===== src/rtl/blink_rate_decoder_pkg.sv =====
// rtl/blink_rate_decoder_pkg.sv - shared timer constants, rate/state types and interval helpers
//
// Purpose : timer frequency constants plus the types and constant functions
//           used to turn a clock frequency into blink-interval windows.
// Ports   : none (package).
package blink_rate_decoder_pkg;

    // Timer frequency constants.
    localparam int TIMER_CLK_50MHZ_HZ = 50_000_000;

    typedef enum logic [1:0] {
        NONE      = 2'd0,
        RATE_1HZ  = 2'd1,
        RATE_5HZ  = 2'd2,
        RATE_10HZ = 2'd3
    } rate_t;

    typedef enum logic {
        WAIT_EDGE = 1'b0,
        MEASURE   = 1'b1
    } state_t;

    // Nominal toggle interval in clock cycles for a given rate.
    function automatic longint nominal_interval(input longint freq_hz, input rate_t r);
        case (r)
            RATE_1HZ:  return freq_hz;
            RATE_5HZ:  return freq_hz / 64'sd5;
            RATE_10HZ: return freq_hz / 64'sd10;
            default:   return 64'sd0;
        endcase
    endfunction

    // No edge for 1.5 s means the source has stopped.
    function automatic longint timeout_interval(input longint freq_hz);
        return freq_hz * 64'sd3 / 64'sd2;
    endfunction

    // 64-bit arithmetic keeps N*(100+pct) from overflowing at real clock rates.
    function automatic longint window_lo(input longint nominal, input longint pct);
        return nominal * (64'sd100 - pct) / 64'sd100;
    endfunction

    function automatic longint window_hi(input longint nominal, input longint pct);
        return nominal * (64'sd100 + pct) / 64'sd100;
    endfunction

    function automatic logic [2:0] rate_to_led(input rate_t r);
        case (r)
            RATE_1HZ:  return 3'b001;
            RATE_5HZ:  return 3'b010;
            RATE_10HZ: return 3'b100;
            default:   return 3'b000;
        endcase
    endfunction

endpackage


===== src/rtl/blink_rate_decoder_sync_edge_detect.sv =====
// rtl/blink_rate_decoder_sync_edge_detect.sv - two-flop synchronizer with any-edge pulse
//
// Purpose : brings an asynchronous input into the clock domain and flags
//           every transition with a one-cycle pulse.
// Ports   : clock      - system clock
//           reset_n    - asynchronous active-low reset
//           din        - asynchronous input
//           edge_pulse - high for one cycle per transition of the synchronized input
module sync_edge_detect (
    input  logic clock,
    input  logic reset_n,
    input  logic din,
    output logic edge_pulse
);

    // [0],[1] form the synchronizer; [2] is the delayed copy for edge detection.
    logic [2:0] shift;

    always_ff @(posedge clock or negedge reset_n) begin
        if (!reset_n) begin
            shift <= 3'b000;
        end else begin
            shift <= {shift[1:0], din};
        end
    end

    assign edge_pulse = shift[2] ^ shift[1];

endmodule


===== src/rtl/blink_rate_decoder.sv =====
// rtl/blink_rate_decoder.sv - classifies LED toggle intervals into 1/5/10 Hz rates
//
// Purpose : measures the interval between blink_in edges, requires
//           CONFIRM_COUNT consecutive matching intervals before reporting a rate,
//           and drops to NONE on an out-of-window interval or a timeout.
// Ports   : clock        - system clock
//           reset_n      - asynchronous active-low reset
//           blink_in     - asynchronous LED signal
//           rate         - decoded rate code
//           rate_changed - one-cycle pulse whenever rate changes
//           led          - one-hot rate display (001=1 Hz, 010=5 Hz, 100=10 Hz)
module blink_rate_decoder
    import blink_rate_decoder_pkg::*;
#(
    parameter int CLOCK_FREQ_HZ = TIMER_CLK_50MHZ_HZ,
    parameter int TOLERANCE_PCT = 5,
    parameter int CONFIRM_COUNT = 2
) (
    input  logic       clock,
    input  logic       reset_n,
    input  logic       blink_in,
    output rate_t      rate,
    output logic       rate_changed,
    output logic [2:0] led
);

    localparam longint FREQ = longint'(CLOCK_FREQ_HZ);
    localparam longint PCT  = longint'(TOLERANCE_PCT);
    localparam longint TO_L = timeout_interval(FREQ);
    localparam int     CW   = $clog2(TO_L + 64'sd1);
    localparam int     MW   = $clog2(CONFIRM_COUNT + 1);

    localparam longint LO1_L  = window_lo(nominal_interval(FREQ, RATE_1HZ), PCT);
    localparam longint HI1_L  = window_hi(nominal_interval(FREQ, RATE_1HZ), PCT);
    localparam longint LO5_L  = window_lo(nominal_interval(FREQ, RATE_5HZ), PCT);
    localparam longint HI5_L  = window_hi(nominal_interval(FREQ, RATE_5HZ), PCT);
    localparam longint LO10_L = window_lo(nominal_interval(FREQ, RATE_10HZ), PCT);
    localparam longint HI10_L = window_hi(nominal_interval(FREQ, RATE_10HZ), PCT);

    // Window bounds are one bit wider than the counter so counter+1 never wraps.
    localparam logic [CW:0]   LO1   = (CW+1)'(LO1_L);
    localparam logic [CW:0]   HI1   = (CW+1)'(HI1_L);
    localparam logic [CW:0]   LO5   = (CW+1)'(LO5_L);
    localparam logic [CW:0]   HI5   = (CW+1)'(HI5_L);
    localparam logic [CW:0]   LO10  = (CW+1)'(LO10_L);
    localparam logic [CW:0]   HI10  = (CW+1)'(HI10_L);
    localparam logic [CW-1:0] TO_C  = CW'(TO_L);
    localparam logic [CW-1:0] ONE_C = CW'(1);
    localparam logic [CW:0]   ONE_I = (CW+1)'(1);
    localparam logic [MW-1:0] CONF  = MW'(CONFIRM_COUNT);
    localparam logic [MW-1:0] ONE_M = MW'(1);

    // Reset asserts asynchronously but releases two clocks after reset_n rises.
    logic [1:0] rst_sync;
    logic       rst_int_n;

    always_ff @(posedge clock or negedge reset_n) begin
        if (!reset_n) begin
            rst_sync <= 2'b00;
        end else begin
            rst_sync <= {rst_sync[0], 1'b1};
        end
    end

    assign rst_int_n = rst_sync[1];

    logic blink_edge;

    sync_edge_detect u_sync_edge_detect (
        .clock      (clock),
        .reset_n    (rst_int_n),
        .din        (blink_in),
        .edge_pulse (blink_edge)
    );

    state_t        state, state_n;
    logic [CW-1:0] counter, counter_n;
    rate_t         cand, cand_n;
    logic [MW-1:0] match_cnt, match_n;
    rate_t         rate_n;
    logic [CW:0]   interval;
    rate_t         cls;

    always_comb begin
        state_n   = state;
        counter_n = counter;
        cand_n    = cand;
        match_n   = match_cnt;
        rate_n    = rate;

        // The edge cycle itself counts, so the measured interval is counter+1.
        interval = {1'b0, counter} + ONE_I;
        if (interval >= LO10 && interval <= HI10) begin
            cls = RATE_10HZ;
        end else if (interval >= LO5 && interval <= HI5) begin
            cls = RATE_5HZ;
        end else if (interval >= LO1 && interval <= HI1) begin
            cls = RATE_1HZ;
        end else begin
            cls = NONE;
        end

        // A confirmed candidate is promoted one clock after it is confirmed;
        // invalid intervals and timeouts below override the promotion.
        if (match_cnt == CONF && cand != NONE && cand != rate) begin
            rate_n = cand;
        end

        case (state)
            WAIT_EDGE: begin
                counter_n = '0;
                if (blink_edge) begin
                    state_n = MEASURE;
                end
            end
            MEASURE: begin
                if (blink_edge) begin
                    counter_n = '0;
                    if (cls == NONE) begin
                        rate_n  = NONE;
                        cand_n  = NONE;
                        match_n = '0;
                    end else if (cls == cand) begin
                        if (match_cnt != CONF) begin
                            match_n = match_cnt + ONE_M;
                        end
                    end else begin
                        cand_n  = cls;
                        match_n = ONE_M;
                    end
                end else if (counter == TO_C) begin
                    rate_n    = NONE;
                    cand_n    = NONE;
                    match_n   = '0;
                    counter_n = '0;
                    state_n   = WAIT_EDGE;
                end else begin
                    counter_n = counter + ONE_C;
                end
            end
            default: begin
                state_n   = WAIT_EDGE;
                counter_n = '0;
            end
        endcase
    end

    always_ff @(posedge clock or negedge rst_int_n) begin
        if (!rst_int_n) begin
            state        <= WAIT_EDGE;
            counter      <= '0;
            cand         <= NONE;
            match_cnt    <= '0;
            rate         <= NONE;
            rate_changed <= 1'b0;
            led          <= 3'b000;
        end else begin
            state        <= state_n;
            counter      <= counter_n;
            cand         <= cand_n;
            match_cnt    <= match_n;
            rate         <= rate_n;
            rate_changed <= (rate_n != rate);
            led          <= rate_to_led(rate_n);
        end
    end

endmodule


===== config.mk =====
export PLATFORM = sky130hd
export DESIGN_NAME = blink_rate_decoder
export DESIGN_NICKNAME = d
export VERILOG_FILES = /design/src/rtl/blink_rate_decoder_pkg.sv /design/src/rtl/blink_rate_decoder_sync_edge_detect.sv /design/src/rtl/blink_rate_decoder.sv
export SDC_FILE = /design/constraint.sdc
export NUM_CORES = 1
export LEC_CHECK = 0
export CORE_MARGIN = 4
export CORE_UTILIZATION = 40
export DETAILED_ROUTE_END_ITERATION = 10
export SYNTH_ARGS = -nofsm -noshare
export SYNTH_HDL_FRONTEND = slang
export SYNTH_SLANG_ARGS = --single-unit

===== constraint.sdc =====
create_clock -name clock -period 1.6 [get_ports clock]
set_input_delay 0.32 -clock clock [delete_from_list [all_inputs] [get_ports clock]]
set_output_delay 0.32 -clock clock [all_outputs]
set_load 0.03 [all_outputs]

-- Yosys cells after proc, flatten, opt, wreduce, memory -nomap -nowiden
Index checks and enable logic that the tools add are counted.
Widths: inputs -> output; s select.
- register bits: 43
- latch bits: 0
- word-level logic and storage cells: 65
- RAM bits: 0
- bits of input ports: 3
- bits in read-only memories: 0
- output and inout port bits: 6
- memories kept: 0
- divide/modulo/power cells: 0
- $mul: 0
- shift-type cells: 0
- $add $sub $neg: 3
- bitwise operators: 2
- $lt $le $gt $ge: 6
- equal/unequal tests: 11
- reductions and logical operators: 10
- multiplexer cells: 24
- operator list (cell ; number):
    $mux 27 ; 2
    $pmux 27 s2 ; 1
    $mux 2 ; 15
    $add 27x1->28 const B ; 1
    $ge 28x23->1 const B ; 1
    $ge 28x24->1 const B ; 1
    $ge 28x26->1 const B ; 1
    $le 28x23->1 const B ; 1
    $le 28x24->1 const B ; 1
    $le 28x26->1 const B ; 1
    $add 27x1->27 const B ; 1
    $eq 27x27->1 const B ; 1
    $pmux 3 s3 ; 1
    $eq 2x2->1 const B ; 3
    $reduce_and 3->1 ; 2
    $logic_and 1x1->1 ; 5
    $mux 1 ; 4
    $ne 2x2->1 ; 2
    $ne 4x3->1 const B ; 1
    $reduce_bool 2->1 ; 2
    $ne 3x3->1 const B ; 1
    $add 2x1->2 const B ; 1
    $eq 2x1->1 const B ; 1
    $eq 2x2->1 ; 1
    other kinds (5) ; 5

-- Longest topological paths before layout
Gate-level depths: netlist of run 1.
- depth after elaboration: 12
- gate-level depth with buffers: 12

-- By module
From an unflattened synthesis of run 1, not the netlist that was laid out.
- cells, all modules: 463
- area, all modules: 3633.5 um2
- modules (own cells, without submodules) (module ; cells each ; times used ; area each (um2) ; seq. area each (um2)):
    blink_rate_decoder ; 459 ; 1 ; 3549.7 ; 1001.0
    sync_edge_detect ; 4 ; 1 ; 83.8 ; 75.1

-- Least setup slack after synthesis of run 1
OpenSTA, ideal clock, no wires.
- kind: reg2reg
- start point: register counter[8]
- end point: register cand[1]
- path buffers: 2
- library setup time: 0.134 ns
- arrival time: 3.052 ns
- slack: -1.586 ns
- period minus slack after synthesis: 3.186 ns
- stages on the path, launching flop included: 13
- cell sequence: dfrtp_1 > buf_2 > nand4_4 > buf_6 > nor4_1 > xnor2_1 > nand3_1 > or4_1 > o221ai_1 > nand4_1 > o32ai_2 > or3_4 > o211ai_2
- longest elaborated chain between the ends: 9
- elaborated cells on any way between the ends: 22
- those cells by class: add/sub: 1; order compare: 6; eq/ne: 3; mux: 6; reduce/logical: 6
- ends and longest elaborated chain (element ; line ; text):
    start: declaration ; blink_rate_decoder.sv:77 ; logic [CW-1:0] counter, counter_n;
    start signal: assignment ; blink_rate_decoder.sv:159 ; counter <= counter_n;
    $add 27x1->28 ; blink_rate_decoder.sv:92 ; interval = {1'b0, counter} + ONE_I;
    $ge 28x26->1 or $le 28x26->1 (tied branches) ; blink_rate_decoder.sv:97 ; end else if (interval >= LO1 && interval <= HI1) begin
    $logic_and 1x1->1 ; blink_rate_decoder.sv:97 ;
    $mux 1 ; blink_rate_decoder.sv:97 ;
    $mux 2 ; blink_rate_decoder.sv:95 ; end else if (interval >= LO5 && interval <= HI5) begin
    $mux 2 ; blink_rate_decoder.sv:93 ; if (interval >= LO10 && interval <= HI10) begin
    $eq 2x2->1 or $logic_not 2->1 (tied branches) ; blink_rate_decoder.sv:123, blink_rate_decoder.sv:119 ;
    $ne 3x3->1 (no source line) or $mux 2 (tied branches) ; n/a ;
    $reduce_and 3->1 (no source line) or $mux 2 (tied branches) ; n/a ;
    end signal: assignment ; blink_rate_decoder.sv:160 ; cand <= cand_n;
    end: declaration ; blink_rate_decoder.sv:78 ; rate_t cand, cand_n;
Several ways; a longest one is shown, not always the timed one. The select of a mux whose other input is x is not followed.
A chain may end at the register's enable or synchronous reset.

-- Final worst setup path of run 1
- start point: register counter[0]
- end point: register rate_changed
- longest elaborated chain between the ends: 11
- elaborated cells on any way between the ends: 20
- those cells by class: add/sub: 1; order compare: 6; eq/ne: 2; mux: 7; reduce/logical: 4
- ends and longest elaborated chain (element ; line ; text):
    $add 27x1->28 ; blink_rate_decoder.sv:92 ;
    $ge 28x26->1 or $le 28x26->1 (tied branches) ; blink_rate_decoder.sv:97 ;
    $logic_and 1x1->1 ; blink_rate_decoder.sv:97 ;
    $mux 1 ; blink_rate_decoder.sv:97 ;
    $mux 2 ; blink_rate_decoder.sv:95 ;
    $mux 2 ; blink_rate_decoder.sv:93 ;
    $logic_not 2->1 ; blink_rate_decoder.sv:119 ; if (cls == NONE) begin
    $mux 2 ; blink_rate_decoder.sv:119 ;
    $mux 2 (*) ; blink_rate_decoder.sv:117 ; if (blink_edge) begin
    $mux 2 (*) ; blink_rate_decoder.sv:109 ; case (state)
    via rate_n[0] ; blink_rate_decoder.sv:80 ; rate_t rate_n;
    $ne 2x2->1 (*) ; blink_rate_decoder.sv:163 ; rate_changed <= (rate_n != rate);
    end signal: assignment ; blink_rate_decoder.sv:163 ;
    end: declaration ; blink_rate_decoder.sv:23 ; output logic rate_changed,
Mark *: on every way through the listed nets, which the timed path passes. The rest lies on a longest branch.

==> out/qor.txt, run 1 <==
RSZ-0062 raised after global routing - yes
Combinational share of power - 0.153
Yosys top cell by area - dfrtp_1
Root Buffer - clkbuf_8
Post-DRT Antenna Nets - 0
Mapped Area - 3580 sq um
Synth Area in Adders - 0.0140
Xor/xnor share of the synthesized area - 0.0656
Total core area - 8720 sq um
Post-synthesis mux area share - 0.00873
Worst Hold Slack - 0.168 ns
Overall die width - 103 microns
Overall routing resource usage - 0.254
Cells after Synth - 427
Ys async rst share - 1.00
Status - complete, but fails checks
Seq cells post-synth - 43
Reg2Reg Capture Point - rate_changed
CP dominant cell by count - nand4_1
Top cells by count, synth - 43 x dfrtp_1, 43 x nor2_1, 26 x nand3_1
Slowest Stage Delay on Critical Path - 0.53 ns
Compound-Gate Fraction of Synth Area - 0.220
Slowest cell on crit path - or4_1
Worst slew pin tran - 0.559 ns
Initial antenna violation count - 0
Pin count of the biggest net entering global routing - 25
Starting DRT DRC Count - 394
Flop pwr share - 0.466
Failing checks - negative setup slack
FILL cells - 717
Crit path time final - 3.28 ns
Reg2reg path depth - 14
CP startpoint kind - register
Remaining DRCs - 0
Worst Path Max Fanout - 7
Number of global-route vias before repair - 4003
R2r startpoint - counter[0]
CP cell instances - ha_4 > nand4_1 > buf_12 > buf_6 > nor3_4 > nand3_4 > xnor2_4 > or4_1 > o221ai_1 > nand4_1 > buf_4 > a31oi_4 > xnor2_1 > nand2_1
Final hold violation count - 0
Crit path kind - register to register
I/O Buffers - 8
Die area - 10500 sq um
Normalized max-slew margin - 0.624
Most used DFF post-synth - dfrtp_1
Clock group share of total power - 0.381
Die Ht - 103 microns
Setup crit end kind - register
Leakage - 0.00247 uW
Worst path required time - 1.80 ns
Number of flops mapped to enable cells by yosys - 0
Inserted Clock Buffers - 5
DR WL/cell - 18.6 microns
GPL Wtd Cong - 1.01
Yosys warning total - 0
Clock Sinks - 43
Ant diodes - 0
Pre-antenna DRT Iters - 5
Switch Pwr - 649 uW
Worst EP arrival - 3.48 ns
Max VDD drop - 0.407 mV
Sw Share - 0.266
FMAX - 305 MHz
Largest family of logic cells by synthesized area - simple AND/OR/NAND/NOR gates
Synth Area in Simple Gates - 0.334
Skew-Pair Late Insertion Delay - 0.31 ns
Max Cap Violations - 0
Register area share after synthesis - 0.300
Global-route wire length before repair - 20700 microns
Vias/cell - 5.95
Power per cell area - 444 nW/um^2
Worst Slack Setup Final - -1.68 ns
Setup Skew - 0.00846 ns
Min-delay worst type - input pin to async pin
Remaining Overflow, GRT - 0
Syn avg cell area - 8.39 sq um
Final setup violation count - 38
Share of layout cells above drive strength 1 - 0.435
Pins Over Slew Limit - 0
CTS tree - done
Util after Layout - 0.631
Int Pwr - 1800 uW
Syn nets - 434
Area growth syn-to-layout - 53.6%
Netlist cell types - 76
Tcrit/Tclk final - 2.05
Final cell count without fillers - 689
DP Wirelength - 9690 microns
Rows - 34
Num ports - 9
Pwr Total - 2450 uW
Worst-path clk slew - 0.09 ns
DRT Wirelength - 12800 microns
Initial Util - 0.411
Inst Count DP - 662
CTS max path bufs - 2
H-tree level count - 2
Yosys top cell area share - 0.300
Post-CTS Hold Buffers - 0
Register-to-register setup slack - -1.68 ns
Final nets - 587
Synth area leaders - dfrtp_1 30%, nor2_1 4.5%, nand3_1 3.6%
Vias after detailed routing - 4101
-- cells by family (layout without fill, tap and decap cells) --
kind of cell,Yosys count,count (layout)
AND/OR/NAND/NOR,201,201
AO/OA/AOI/OAI,106,106
flip-flops,43,43
buffers and inverters,43,197
XOR/XNOR,26,26
adder cells (fa/ha/maj),4,4
multiplexers,3,3
other,1,1
-- cells in the final DEF, fill, tap and decap left out, types with 5 or more instances in the layout --
cell and n:
nand2_1 22, xnor2_1 11, o22ai_1 5, a31oi_1 6, xor2_1 10, clkbuf_8 6
nand3b_1 5, nor4_2 6, nand3_1 20, nor2_1 41, nor4b_1 5, and2_1 6
buf_6 7, a21oi_1 11, dfrtp_1 38, nor4_4 5, dfrtp_2 5, buf_12 6
and3_1 6, inv_1 11, nor3_1 16, dlygate4sd2_1 6, o21ai_0 15, nand3_2 5
nand4_1 10, buf_4 155, a211oi_1 6
-- critical path, delay by kind of cell, from the launching register on --
family                   cells  cell delay, ns
XOR/XNOR                     2            0.30
adder cells (fa/ha/maj)      1            0.16
AO/OA/AOI/OAI                2            0.40
AND/OR/NAND/NOR              6            1.38
buffers and inverters        3            0.53
flip-flops                   1            0.40
-- worst max-delay path by stage --
stage          slack, ns         from            to
2_1_floorplan      -1.41   counter[1]       cand[1]
3_3_place_gp       -1.59   counter[1]       cand[1]
3_5_place_dp       -1.65  counter[11]       cand[1]
4_1_cts            -1.64   counter[0]  rate_changed
5_1_grt            -1.88   counter[0]  rate_changed
6_report           -1.68   counter[0]  rate_changed
-- registers in the layout, indices dropped and copies added, names as in the netlist --
register / flops
state: 1
counter: 27
rst_sync: 2
match_cnt: 2
rate_changed: 1
u_sync_edge_detect.shift: 3
led: 3
cand: 2
rate: 2
-- per-stage QoR --
step	setup TNS [ns]	instance area (sq um)	worst slack (ns)
floorplan	-25.24	3730	-1.41
global placement	-36.09	4950	-1.59
detailed placement	-36.50	4950	-1.65
CTS	-33.89	5240	-1.64
global route	-38.31	5500	-1.88
finish	-33.67	5500	-1.68
-- layout make-up --
class / instances / area [sq um] / share of cell area
clock inverter: 2 / 38.8 / 0.00705
inverter: 11 / 41.3 / 0.00750
sequential: 43 / 1080 / 0.197
timing repair buffer: 178 / 1480 / 0.268
tap: 108 / 135 / 0.0246
clock buffer: 6 / 82.6 / 0.0150
multi-input combinational: 341 / 2650 / 0.481
-- what timing repair did --
item	CTS	global route
buffers inserted	10	9
pin swaps	11	16
hold endpoints to repair	0	0
resized for setup	28	34
endpoints found under the setup margin	44	38
gates cloned	1	0
-- routing by layer --
metal  share of wire  track usage  vias to the layer above
met5               0            0                        -
met4           0.026       0.0918                        0
met3           0.062       0.0406                       26
met2            0.45        0.383                      152
met1            0.46        0.368                     2016
li1                -            -                     1907
-- power groups by stage --
stage / combinational [uW] / clock, uW / sequential (uW)
after floorplan: 185 / 0 / 1160
after CTS: 358 / 953 / 1140
final: 374 / 931 / 1140
after detailed placement: 335 / 0 / 1160
after global placement: 332 / 0 / 1160
after global routing: 403 / 1000 / 1150
No activity file was read; power rests on OpenSTA's default activity.
==> run 2: changes to the inputs <==
Settings changed: GPL_TIMING_DRIVEN from default to 1, SLEW_MARGIN from default to 20.
==> results of run 2 <==
Same layout as run 1: the final DEF is identical, and so are final timing and power.
